## src/rtl/mux_sel_sequencer.sv

```systemverilog
// Serializes an 8-bit word by stepping the select of an external 8-to-1 mux
// and streaming the returned mux output with valid/ready framing.
module mux_sel_sequencer #(
  parameter int LSB_FIRST = 1,
  parameter int IDLE_GAP  = 0
) (
  input  logic       clk,
  input  logic       rst,
  input  logic [7:0] din,
  input  logic       din_valid,
  output logic       din_ready,
  output logic [7:0] w,
  output logic [2:0] s,
  input  logic       f_in,
  output logic       ser_data,
  output logic       ser_valid,
  input  logic       ser_ready,
  output logic       ser_first,
  output logic       ser_last,
  output logic       busy,
  output logic       frame_done
);

  typedef enum logic [1:0] {
    IDLE  = 2'b00,
    SHIFT = 2'b01,
    GAP   = 2'b10
  } state_t;

  localparam logic [2:0] START_IDX = (LSB_FIRST != 0) ? 3'd0 : 3'd7;
  localparam logic [2:0] END_IDX   = (LSB_FIRST != 0) ? 3'd7 : 3'd0;
  localparam logic [3:0] GAP_LAST  = (IDLE_GAP > 0) ? 4'(IDLE_GAP - 1) : 4'd0;
  localparam logic       NO_GAP    = (IDLE_GAP == 0);

  state_t     state_reg;
  logic [7:0] w_reg;
  logic [2:0] idx_reg;
  logic [3:0] gap_cnt_reg;
  logic       frame_done_reg;

  logic       in_shift;
  logic       xfer;
  logic       last_xfer;
  logic       load;
  logic [2:0] idx_next;

  // Outputs are masked while rst is held so nothing looks active before the
  // first reset edge has cleared the state.
  assign in_shift  = (state_reg == SHIFT) && !rst;
  assign ser_valid = in_shift;
  assign ser_first = in_shift && (idx_reg == START_IDX);
  assign ser_last  = in_shift && (idx_reg == END_IDX);
  assign busy      = !rst && (state_reg != IDLE);

  assign xfer      = ser_valid && ser_ready;
  assign last_xfer = xfer && ser_last;

  // Accepting on the final bit lets frames run back to back without a bubble.
  assign din_ready = !rst && ((state_reg == IDLE) || (last_xfer && NO_GAP));
  assign load      = din_valid && din_ready;

  assign idx_next   = (LSB_FIRST != 0) ? idx_reg + 3'd1 : idx_reg - 3'd1;

  assign ser_data   = f_in;
  assign w          = w_reg;
  assign s          = idx_reg;
  assign frame_done = frame_done_reg;

  always_ff @(posedge clk) begin
    if (rst) begin
      state_reg      <= IDLE;
      w_reg          <= 8'h00;
      idx_reg        <= START_IDX;
      gap_cnt_reg    <= 4'd0;
      frame_done_reg <= 1'b0;
    end else begin
      frame_done_reg <= last_xfer;

      if (load) begin
        w_reg   <= din;
        idx_reg <= START_IDX;
      end

      case (state_reg)
        IDLE: begin
          if (load) state_reg <= SHIFT;
        end
        SHIFT: begin
          if (xfer) begin
            // The index parks on the end value after the last bit; only a
            // load moves it again, so s keeps its last value while idle.
            if (ser_last) begin
              if (!NO_GAP) begin
                state_reg   <= GAP;
                gap_cnt_reg <= 4'd0;
              end else if (load) begin
                state_reg <= SHIFT;
              end else begin
                state_reg <= IDLE;
              end
            end else begin
              idx_reg <= idx_next;
            end
          end
        end
        GAP: begin
          if (gap_cnt_reg == GAP_LAST) begin
            state_reg   <= IDLE;
            gap_cnt_reg <= 4'd0;
          end else begin
            gap_cnt_reg <= gap_cnt_reg + 4'd1;
          end
        end
        default: state_reg <= IDLE;
      endcase
    end
  end

endmodule

```

## config.mk

```make
export PLATFORM = sky130hd
export DESIGN_NAME = mux_sel_sequencer
export DESIGN_NICKNAME = d
export VERILOG_FILES = /design/src/rtl/mux_sel_sequencer.sv
export SDC_FILE = /design/constraint.sdc
export NUM_CORES = 1
export LEC_CHECK = 0
export ABC_AREA = 1
export ABC_CLOCK_PERIOD_IN_PS = 4200
export CORE_MARGIN = 5
export CORE_UTILIZATION = 40
export DETAILED_ROUTE_END_ITERATION = 12
export PLACE_DENSITY = 0.82
export SLEW_MARGIN = 20
export SYNTH_ARGS = -nofsm -noshare
export SYNTH_HDL_FRONTEND = slang
export SYNTH_SLANG_ARGS = --single-unit
```

## constraint.sdc

```tcl
create_clock -name clk -period 4.2 [get_ports clk]
set_clock_uncertainty 0.15 [all_clocks]
set_input_delay 0.84 -clock clk [delete_from_list [all_inputs] [get_ports clk]]
set_output_delay 0.84 -clock clk [all_outputs]
set_load 0.01 [all_outputs]
```

==> metrics.md, run 1 <==
| Metric | Value |
|---|---|
| Starting utilization of the core area | 0.433 |
| Worst Hold Class | register to register |
| Count of cells resized by post-cts repair | 0 |
| Io pins | 31 |
| Ys flop type | sky130_fd_sc_hd__dfxtp_1 |
| Capture point of the worst path | din_ready |
| Diodes inserted | 0 |
| Sink count of the clock tree | 13 |
| Type of origin of the critical path | input pin |
| Synthesized Nets | 88 |
| Number of post-CTS setup repair buffers | 0 |
| Pre-antenna DRT Iters | 4 |
| Number of buffer and inverter stages on the critical path | 4 |
| Normalized max-slew margin | 0.778 |
| Inserted Clock Buffers | 3 |
| Total setup violations reported at the end of the flow | 0 |
| Pin count of the biggest net entering global routing | 13 |
| Final WL | ~1400 um |
| Worst EP arrival | 2600 ps |
| Number of vias after detailed routing | 571 |
| Count of hold buffers inserted by post-cts repair | 0 |
| Vertical die dimension | a little under 50 um |
| Fraction of final layout cells sized beyond drive strength 1 | 0.0900 |
| Cell depth of the worst setup path | 6 |
| PD cells | 300 mW/mm2 |
| Number of synthesized flops with an enable pin | 0 |
| Number of global-route vias before repair | roughly 490 |
| YS warnings | 0 |
| Summed instance area of the synthesized netlist | 578 um2 |
| Largest register FFs | 8 |
| Congestion Overflow GR | 0 |
| Final period demand of the worst path | 3590 ps |
| Number of synthesized register bits | 13 |
| Global Route Usage Sum | 0.130 |
| Hold Vio Cnt, Final | 0 |
| Avg Cell Area, Syn | ~8.0 um2 |
| Worst r2r path cells | 7 |
| Final core occ | 0.658 |
| Final instance count without filler cells | 115 |
| WS Path Type | input pin to output pin |
| Data required time at the worst endpoint | approximately 3200 ps |
| Number of nets in the layout | 117 |
| Routability congestion estimate from global placement | 0.725 |
| Die footprint | roughly 0.0023 mm2 |
| Die X-Extent | 48.0 um |
| Maximum vdd drop | between 0.00015 and 0.0002 V |
| Most frequently used cell type in the post-synthesis netlist | sky130_fd_sc_hd__nand3_1 |
| Critical path's largest stage delay | 540 ps |
| Setup repair after global routing missed its margin | false |
| Sum of negative setup slack | 0 ps |
| Capturing point of the worst reg2reg path | s[0]$_SDFF_PP0_ |
| Setup crit end kind | output pin |
| Reg2reg start | s[1]$_SDFF_PP0_ |
| Clock tree from TritonCTS | done |
| Fin. max-slew vios | 0 |
| Clock Tree Root | sky130_fd_sc_hd__clkbuf_4 |
| Clock Path Buffers | 2 |
| Largest area contributor in the synthesized netlist | sky130_fd_sc_hd__dfxtp_1 |
| Worst-path fanout max | 12 |
| Number of remaining DRC errors | 0 |
| Syn-to-layout area delta | 51.7% |
| Placed cell count | between 100 and 150 |
| Routed len/inst | 12.1 um |
| Portion of the post-synthesis area used by sequential elements | 0.450 |
| Detailed-route vias per instance | 4.97 |
| Global-route wire length before repair | around 2100 um |
| Post-synthesis instance total | 72 |
| Tightest Pin Transition | around 330 ps |
| Cell variety after synth | 17 |
| Worst-path cell chain | clkdlybuf4s50_1, inv_2, nand4_2, a21oi_2, buf_4, clkdlybuf4s50_1 |
| Top cell by count, worst path | sky130_fd_sc_hd__clkdlybuf4s50_1 |
| Area fraction of the dominant cell type after synthesis | 0.450 |
| Cell at the slowest stage of the critical path | sky130_fd_sc_hd__clkdlybuf4s50_1 |
| Top delay family on crit path | buffers and inverters |
| Port-buffer cells | 28 |
| Leading post-synthesis cells by instance count | sky130_fd_sc_hd__nand3_1, sky130_fd_sc_hd__nand2_1, sky130_fd_sc_hd__dfxtp_1, sky130_fd_sc_hd__inv_1, sky130_fd_sc_hd__a21oi_1 |
| Clock transition at the registers of the reported paths | 80 ps |
| Area of the core | 0.00133 mm2 |
| Launch point of the critical path | rst |
| Cell Rows | 13 |
| Achievable Freq | 279 MHz |
| Final HPWL from detailed placement | 1130 um |
| Cells on Worst Hold Path | 2 |
| Total number of H-tree levels | 1 |
| Leakage | 0.388 nW |
| Reg-to-reg setup timing slack | 2520 ps |
| Post-route ant nets | 0 |
| Number of maximum-capacitance violations | 0 |
| Largest cells by area after synthesis | sky130_fd_sc_hd__dfxtp_1, sky130_fd_sc_hd__nand3_1, sky130_fd_sc_hd__nand2_1 |
| Share of synthesized flip-flops with an asynchronous set or reset | 0 |
| Antenna violations before repair | 0 |
| Post-route fraction of the period consumed by the critical path | 0.855 |
| Number of DRC markers after the initial detailed-route iteration | 13 |
| Worst-Skew Late Latency | 260 ps |
| Run status | complete, no violations |
[per-layer routing]
metal | up-vias | GRT usage | part of all wire
met5 | - | 0 | 0
met3 | 2 | 0.0226 | 0.052
met4 | 0 | 0.0806 | 0.014
met2 | 16 | 0.195 | 0.49
li1 | 293 | - | -
met1 | 260 | 0.171 | 0.44
[kinds of logic (layout without fill, tap and decap cells)]
| group | after synthesis | count (layout) | synth area share |
|---|---|---|---|
| flops | 13 | 13 | 0.450 |
| simple gates | 37 | 37 | 0.314 |
| buf+inv | 12 | 40 | 0.104 |
| compound gates | 7 | 7 | 0.0671 |
| fa+ha+maj | 3 | 3 | 0.0649 |
[report_power, final]
group,leakage [nW],internal [mW],switching (mW),total [mW]
clock,0.0150,0.0367,0.0385,0.0752
sequential,0.107,0.131,0.00453,0.135
combinational,0.266,0.0295,0.0230,0.0525
total,0.388,0.197,0.0661,0.263
[final cells by class]
class                           instances  area [um2]
Inverter                                7        26.3
Timing Repair Buffer                   29         288
Fill cell                             117         457
Tap cell                               15        18.8
Multi-Input combinational cell         47         258
Clock buffer                            4        26.3
Sequential cell                        13         260
[stage by stage]
step	hold slack, ps	total power, mW	setup slack (ps)	area [um2]
after global routing	345	0.276	486	877
after CTS	321	0.265	608	877
after detailed placement	311	0.191	609	851
final	319	0.263	610	877
after global placement	307	0.190	678	851
after floorplan	337	0.160	1820	578
[worst min-delay path by stage]
| stage | from | to |
|---|---|---|
| finish | w[0]$_SDFFE_PP0P_ | w[0]$_SDFFE_PP0P_ |
| global route | w[7]$_SDFFE_PP0P_ | w[7]$_SDFFE_PP0P_ |
| CTS | w[0]$_SDFFE_PP0P_ | w[0]$_SDFFE_PP0P_ |
| detailed placement | w[0]$_SDFFE_PP0P_ | w[0]$_SDFFE_PP0P_ |
| global placement | w[1]$_SDFFE_PP0P_ | w[1]$_SDFFE_PP0P_ |
| floorplan | w[0]$_SDFFE_PP0P_ | w[0]$_SDFFE_PP0P_ |
[tightest hold or removal path, cell delays in order (launching register included)]
cell and delay (ps):
sky130_fd_sc_hd__dfxtp_1 320, sky130_fd_sc_hd__nand3_1 70, sky130_fd_sc_hd__nand2_1 40
[layout by cell type, fill, tap and decap left out, drive strengths merged]
| master | count |
|---|---|
| nand4 | 1 |
| ha | 3 |
| dfxtp | 13 |
| clkdlybuf4s50 | 28 |
| nor2 | 3 |
| buf | 1 |
| nand3 | 18 |
| a21oi | 5 |
| inv | 7 |
| o21ai | 2 |
| clkbuf | 4 |
| nand2 | 14 |
| nor3 | 1 |
Note: power is estimated with default switching activity, not from simulation.
==> run 2: changes to the inputs <==
Settings changed: ABC_AREA 1 to 0, CORE_MARGIN 5 to 3, PLACE_DENSITY 0.82 to 0.81.
==> metrics.md, run 2 <==
| Metric | Value |
|---|---|
| Number of DRC markers after the initial detailed-route iteration | 5 (was 13) |
| Largest area contributor in the synthesized netlist | sky130_fd_sc_hd__dfxtp_1 (unchanged) |
| Total setup violations reported at the end of the flow | 0 (unchanged) |
| Clock tree from TritonCTS | done (unchanged) |
| Worst EP arrival | 2450 ps (was 2600 ps) |
| WS Path Type | input pin to output pin (unchanged) |
| Number of maximum-capacitance violations | 0 (unchanged) |
| Area of the core | 0.00135 mm2 (was 0.00133 mm2) |
| Routed wl met3 | 75 um (was 72 um) |
| Number of post-CTS setup repair buffers | 0 (unchanged) |
| Final HPWL from detailed placement | 929 um (was 1130 um) |
| Fin. max-slew vios | 0 (unchanged) |
| Largest cells by area after synthesis | sky130_fd_sc_hd__dfxtp_1, sky130_fd_sc_hd__mux2_2, sky130_fd_sc_hd__and2b_1 (was sky130_fd_sc_hd__dfxtp_1, sky130_fd_sc_hd__nand3_1, sky130_fd_sc_hd__nand2_1) |
| Cell Rows | 13 (unchanged) |
| Diodes inserted | 0 (unchanged) |
| Worst-Skew Late Latency | 270 ps (was 260 ps) |
| Commonest cells after routing, fill and taps aside | sky130_fd_sc_hd__clkdlybuf4s50_1, sky130_fd_sc_hd__dfxtp_1, sky130_fd_sc_hd__mux2_2 (was sky130_fd_sc_hd__clkdlybuf4s50_1, sky130_fd_sc_hd__nand3_1, sky130_fd_sc_hd__nand2_1) |
| Pre-antenna DRT Iters | 3 (was 4) |
| Cell variety after synth | 19 (was 17) |
| Antenna violations before repair | 0 (unchanged) |
| Max Used Layer | met4 (unchanged) |
| Multiplexer share of the synthesized area | 0.168 (was 0) |
| Detailed-route vias per instance | 4.69 (was 4.97) |
| Die X-Extent | 44.8 um (was 48.0 um) |
| Largest register FFs | 8 (unchanged) |
| Combinational family with the most area after synthesis | simple AND/OR/NAND/NOR gates (unchanged) |
| Leading cell type in the layout, fill and taps excluded | sky130_fd_sc_hd__clkdlybuf4s50_1 (unchanged) |
| Die footprint | 0.00201 mm2 (was 0.00231 mm2) |
| Post-synthesis instance total | 53 (was 72) |
| Run status | complete, no violations (unchanged) |
| Global Route Usage Sum | 0.128 (was 0.130) |
| Ys flop type | sky130_fd_sc_hd__dfxtp_1 (unchanged) |
| Sum of negative setup slack | 0 ps (unchanged) |
| Syn-to-layout area delta | 52.4% (was 51.7%) |
| Post-route ant nets | 0 (unchanged) |
| Final WL | 1120 um (was 1400 um) |
| Synthesized Nets | 69 (was 88) |
| Io pins | 31 (unchanged) |
| Number of vias after detailed routing | 460 (was 571) |
| Clock transition at the registers of the reported paths | 80 ps (about the same) |
| Final period demand of the worst path | 3440 ps (was 3590 ps) |
| Share of synthesized flip-flops with an asynchronous set or reset | 0 (unchanged) |
| Clock Tree Root | sky130_fd_sc_hd__clkbuf_4 (unchanged) |
| Normalized max-slew margin | 0.717 (was 0.778) |
| Setup repair after global routing missed its margin | false (unchanged) |
| Routed len/inst | 11.5 um (was 12.1 um) |
| Met2 wire length | 556 um (was 688 um) |
| Compound-Gate Fraction of Synth Area | 0.0541 (was 0.0671) |
| Area share of and/or/nand/nor cells after synthesis | 0.239 (was 0.314) |
| Number of remaining DRC errors | 0 (unchanged) |
| Post-route fraction of the period consumed by the critical path | 0.819 (was 0.855) |
| Leading post-synthesis cells by instance count | sky130_fd_sc_hd__dfxtp_1, sky130_fd_sc_hd__mux2_2, sky130_fd_sc_hd__and2b_1, sky130_fd_sc_hd__nor2b_1 (was sky130_fd_sc_hd__nand3_1, sky130_fd_sc_hd__nand2_1, sky130_fd_sc_hd__dfxtp_1, sky130_fd_sc_hd__inv_1, sky130_fd_sc_hd__a21oi_1) |
| Type of origin of the critical path | input pin (unchanged) |
| Data required time at the worst endpoint | 3210 ps (about the same) |
| Hold Vio Cnt, Final | 0 (unchanged) |
| Most frequently used cell type in the post-synthesis netlist | sky130_fd_sc_hd__dfxtp_1 (was sky130_fd_sc_hd__nand3_1) |
| Routability congestion estimate from global placement | 0.661 (was 0.725) |
| Leakage | 0.398 nW (was 0.388 nW) |
| Count of cells resized by post-cts repair | 0 (unchanged) |
| Area share of xor/xnor cells in the synthesized design | 0 (unchanged) |
| Achievable Freq | 291 MHz (was 279 MHz) |
| YS warnings | 0 (unchanged) |
| Setup crit end kind | output pin (unchanged) |
| Starting utilization of the core area | 0.446 (was 0.433) |
| Avg Cell Area, Syn | 11.4 um2 (was 8.03 um2) |
| Adder-cell share of the synthesized area | 0.0624 (was 0.0649) |
| Total number of H-tree levels | 1 (unchanged) |
| Number of nets in the layout | 100 (was 117) |
| Number of synthesized flops with an enable pin | 0 (unchanged) |
| Clock Path Buffers | 2 (unchanged) |
| Sink count of the clock tree | 13 (unchanged) |
| Pin count of the biggest net entering global routing | 15 (was 13) |
| Inserted Clock Buffers | 3 (unchanged) |
| Final core occ | 0.679 (was 0.658) |
| Maximum vdd drop | 0.000221 V (was 0.000177 V) |
| Number of synthesized register bits | 13 (unchanged) |
| PD cells | 284 mW/mm2 (was 300 mW/mm2) |
| Congestion Overflow GR | 0 (unchanged) |
| Portion of the post-synthesis area used by sequential elements | 0.432 (was 0.450) |
| WL met1 | 483 um (was 614 um) |
| Area fraction of the dominant cell type after synthesis | 0.432 (was 0.450) |
| Vertical die dimension | 44.8 um (was 48.0 um) |
| Worst-path fanout max | 14 (was 12) |
| Fraction of final layout cells sized beyond drive strength 1 | 0.241 (was 0.0900) |
| Count of hold buffers inserted by post-cts repair | 0 (unchanged) |
| Worst Hold Class | register to register (unchanged) |
| Global-route wire length before repair | 1810 um (was 2110 um) |
| Port-buffer cells | 28 (unchanged) |
| Number of global-route vias before repair | 448 (was 493) |
| Tightest Pin Transition | 423 ps (was 332 ps) |
| Summed instance area of the synthesized netlist | 602 um2 (was 578 um2) |
-- run 2: layout make-up --
class                      instances  area, um2
fill                             115        433
tap                               15       18.8
timing repair buffer              29        288
multi-input combinational         35        315
sequential                        13        260
clock inverter                     1       5.00
clock buffer                       3       22.5
inverter                           2       7.51
-- run 2: cells by family (layout without fill, tap and decap cells) --
logic type,count (synthesis),count (layout)
compound gates,4,4
mux,9,9
fa+ha+maj,3,3
flops,13,13
buf+inv,5,35
simple gates,19,19
-- run 2: metal layers --
layer	vias up	global-route usage
met5	-	0
met4	0	0.0585
met3	2	0.0598
met2	15	0.198
met1	205	0.150
li1	238	-
-- run 2: worst paths after layout --
check	startpoint	end	slack, ps	depth (start not counted)
max	rst	ser_first	760	5
min	s[2]$_SDFF_PP0_	s[2]$_SDFF_PP0_	390	1
min reg2reg	s[2]$_SDFF_PP0_	s[2]$_SDFF_PP0_	390	1
max reg2reg	s[1]$_SDFF_PP0_	w[4]$_SDFFE_PP0P_	2260	5
-- run 2: worst max-delay path, cell delays in order --
cell and delay (ps):
sky130_fd_sc_hd__clkdlybuf4s50_1 390, sky130_fd_sc_hd__buf_4 180, sky130_fd_sc_hd__nor2b_1 270, sky130_fd_sc_hd__and3b_1 210, sky130_fd_sc_hd__clkdlybuf4s50_1 550
-- run 2: report_power, final --
| group | switching (mW) | internal [mW] |
|---|---|---|
| sequential | 0.00321 | 0.130 |
| clock | 0.0400 | 0.0353 |
| combinational | 0.0178 | 0.0345 |
-- run 2: per-stage QoR --
step                hold WS (ps)  power (mW)  std cells  setup slack [ps]  area, um2
finish                       387       0.261         98               762        917
global route                 433       0.274         98               673        917
CTS                          393       0.264         98               749        917
detailed placement           374       0.189         94               748        890
global placement             374       0.188         94               815        890
floorplan                    413       0.160         53              1810        602
==> run 3: changes to the inputs <==
Settings changed: ABC_CLOCK_PERIOD_IN_PS 4200 to 2800, CORE_UTILIZATION 40 to 34, PLACE_DENSITY 0.81 to 0.73.
Clock period 4.2 ns to 2.8 ns, I/O delays scaled along.
==> metrics.md, run 3 (synthesis results as in run 2) <==
| Metric | Value |
|---|---|
| Tightest Pin Transition | 444 ps (was 423 ps) |
| Syn-to-layout area delta | 54.3% (was 52.4%) |
| PD cells | 427 mW/mm2 (was 284 mW/mm2) |
| Die footprint | 0.00231 mm2 (was 0.00201 mm2) |
| Clock Path Buffers | 2 (unchanged) |
| Io pins | 31 (unchanged) |
| Routed len/inst | 12.3 um (was 11.5 um) |
| Final WL | 1230 um (was 1120 um) |
| Achievable Freq | 377 MHz |
| Total number of H-tree levels | 1 (unchanged) |
| Diodes inserted | 0 (unchanged) |
| Vertical die dimension | 48.1 um (was 44.8 um) |
| Fraction of final layout cells sized beyond drive strength 1 | 0.250 (was 0.241) |
| Congestion Overflow GR | 0 (unchanged) |
| Number of global-route vias before repair | 384 (was 448) |
| Port-buffer cells | 28 (unchanged) |
| Launch point of the critical path | rst (unchanged) |
| Number of remaining DRC errors | 0 (unchanged) |
| WS Path Type | input pin to output pin (unchanged) |
| Count of hold buffers inserted by post-cts repair | 0 (unchanged) |
| Inserted Clock Buffers | 3 (unchanged) |
| Normalized max-slew margin | 0.704 (was 0.717) |
| Commonest cells after routing, fill and taps aside | sky130_fd_sc_hd__clkdlybuf4s50_1, sky130_fd_sc_hd__dfxtp_1, sky130_fd_sc_hd__mux2_2 (unchanged) |
| Starting utilization of the core area | 0.382 (was 0.446) |
| Pre-antenna DRT Iters | 2 (was 3) |
| Reg2reg start | s[1]$_SDFF_PP0_ (unchanged) |
| Leading cell type in the layout, fill and taps excluded | sky130_fd_sc_hd__clkdlybuf4s50_1 (unchanged) |
| Antenna violations before repair | 0 (unchanged) |
| Routability congestion estimate from global placement | 0.645 (was 0.661) |
| Worst-path fanout max | 4 (was 14) |
| Clock Tree Root | sky130_fd_sc_hd__clkbuf_4 (unchanged) |
| Cells on Worst Hold Path | 1 (unchanged) |
| Global Route Usage Sum | 0.119 (was 0.128) |
| Number of nets in the layout | 101 (was 100) |
| Worst Hold Class | register to register (unchanged) |
| Global-route wire length before repair | 1790 um (was 1810 um) |
| Detailed-route vias per instance | 4.66 (was 4.69) |
| Run status | complete, no violations (unchanged) |
| Data required time at the worst endpoint | 2090 ps (was 3210 ps) |
| Hold Vio Cnt, Final | 0 (unchanged) |
| Sink count of the clock tree | 13 (unchanged) |
| Clock tree from TritonCTS | done (unchanged) |
| Sum of negative setup slack | 0 ps (unchanged) |
| Worst EP arrival | 1940 ps (was 2450 ps) |
| Final period demand of the worst path | 2650 ps |
| Setup crit end kind | output pin (unchanged) |
| Total setup violations reported at the end of the flow | 0 (unchanged) |
| Number of maximum-capacitance violations | 0 (unchanged) |
| Largest register FFs | 8 (unchanged) |
| Final HPWL from detailed placement | 964 um (was 929 um) |
| Post-route fraction of the period consumed by the critical path | 0.947 |
| Count of cells resized by post-cts repair | 0 (unchanged) |
| Number of post-CTS setup repair buffers | 0 (unchanged) |
| Worst-Skew Late Latency | 270 ps (about the same) |
| Type of origin of the critical path | input pin (unchanged) |
| Number of vias after detailed routing | 466 (was 460) |
| Post-route ant nets | 0 (unchanged) |
| Leakage | 0.401 nW (was 0.398 nW) |
| Worst r2r path cells | 5 (unchanged) |
| Cell Rows | 14 (was 13) |
| Overall power consumption | 0.396 mW (was 0.261 mW) |
| Clock transition at the registers of the reported paths | 80 ps (about the same) |
| Die X-Extent | 48.1 um (was 44.8 um) |
| Pin count of the biggest net entering global routing | 14 (was 15) |
| Number of DRC markers after the initial detailed-route iteration | 6 (was 5) |
| Setup repair after global routing missed its margin | false (unchanged) |
| Maximum vdd drop | 0.000213 V (was 0.000221 V) |
| HP Start | s[2]$_SDFF_PP0_ (unchanged) |
| Area of the core | 0.00158 mm2 (was 0.00135 mm2) |
| Fin. max-slew vios | 0 (unchanged) |
-- run 3: changes by cell type in the layout (fill, tap and decap cells not counted), sizes merged --
cell,previous run,this run
buf,1,2
clkbuf,3,4
clkinv,1,0
-- run 3: where the power goes --
group | internal [mW] | total, mW | switching, mW | leakage (nW)
Sequential | 0.195 | 0.200 | 0.00489 | 0.107
Clock | 0.0552 | 0.116 | 0.0607 | 0.0150
Combinational | 0.0530 | 0.0805 | 0.0275 | 0.279
-- run 3: cell type report --
type / instances / area, um2
Clock buffer: 4 / 26.3
Fill cell: 147 / 648
Tap cell: 16 / 20.0
Inverter: 2 / 7.51
Multi-Input combinational cell: 35 / 319
Timing Repair Buffer: 30 / 295
Sequential cell: 13 / 260
-- run 3: path summary, 6_finish.rpt --
check                       to  slack [ps]
min            s[2]$_SDFF_PP0_         400
min reg2reg    s[2]$_SDFF_PP0_         400
max                  ser_first         150
max reg2reg  w[5]$_SDFFE_PP0P_         860
-- run 3: metal layers --
metal | GRT usage | wire (um) | up-vias
met5 | 0 | 0 | -
met4 | 0.113 | 41 | 0
met3 | 0.0263 | 52 | 4
met2 | 0.177 | 624 | 13
met1 | 0.139 | 508 | 207
li1 | - | - | 242
-- run 3: through the flow --
| step | hold slack [ps] | instance area (um2) | std cells | worst slack [ps] | utilization |
|---|---|---|---|---|---|
| 2_1_floorplan | 413 | 602 | 53 | 938 | - |
| 3_3_place_gp | 377 | 898 | 96 | 169 | 0.570 |
| 3_5_place_dp | 379 | 898 | 96 | 135 | 0.570 |
| 4_1_cts | 401 | 925 | 100 | 104 | 0.587 |
| 5_1_grt | 422 | 928 | 100 | 78.9 | 0.589 |
| 6_report | 401 | 928 | 100 | 148 | 0.589 |
-- run 3: worst max-delay path: stages --
cell and delay, ps:
sky130_fd_sc_hd__clkdlybuf4s50_1 430, sky130_fd_sc_hd__nor2b_1 230, sky130_fd_sc_hd__and3b_1 190, sky130_fd_sc_hd__clkdlybuf4s50_1 530
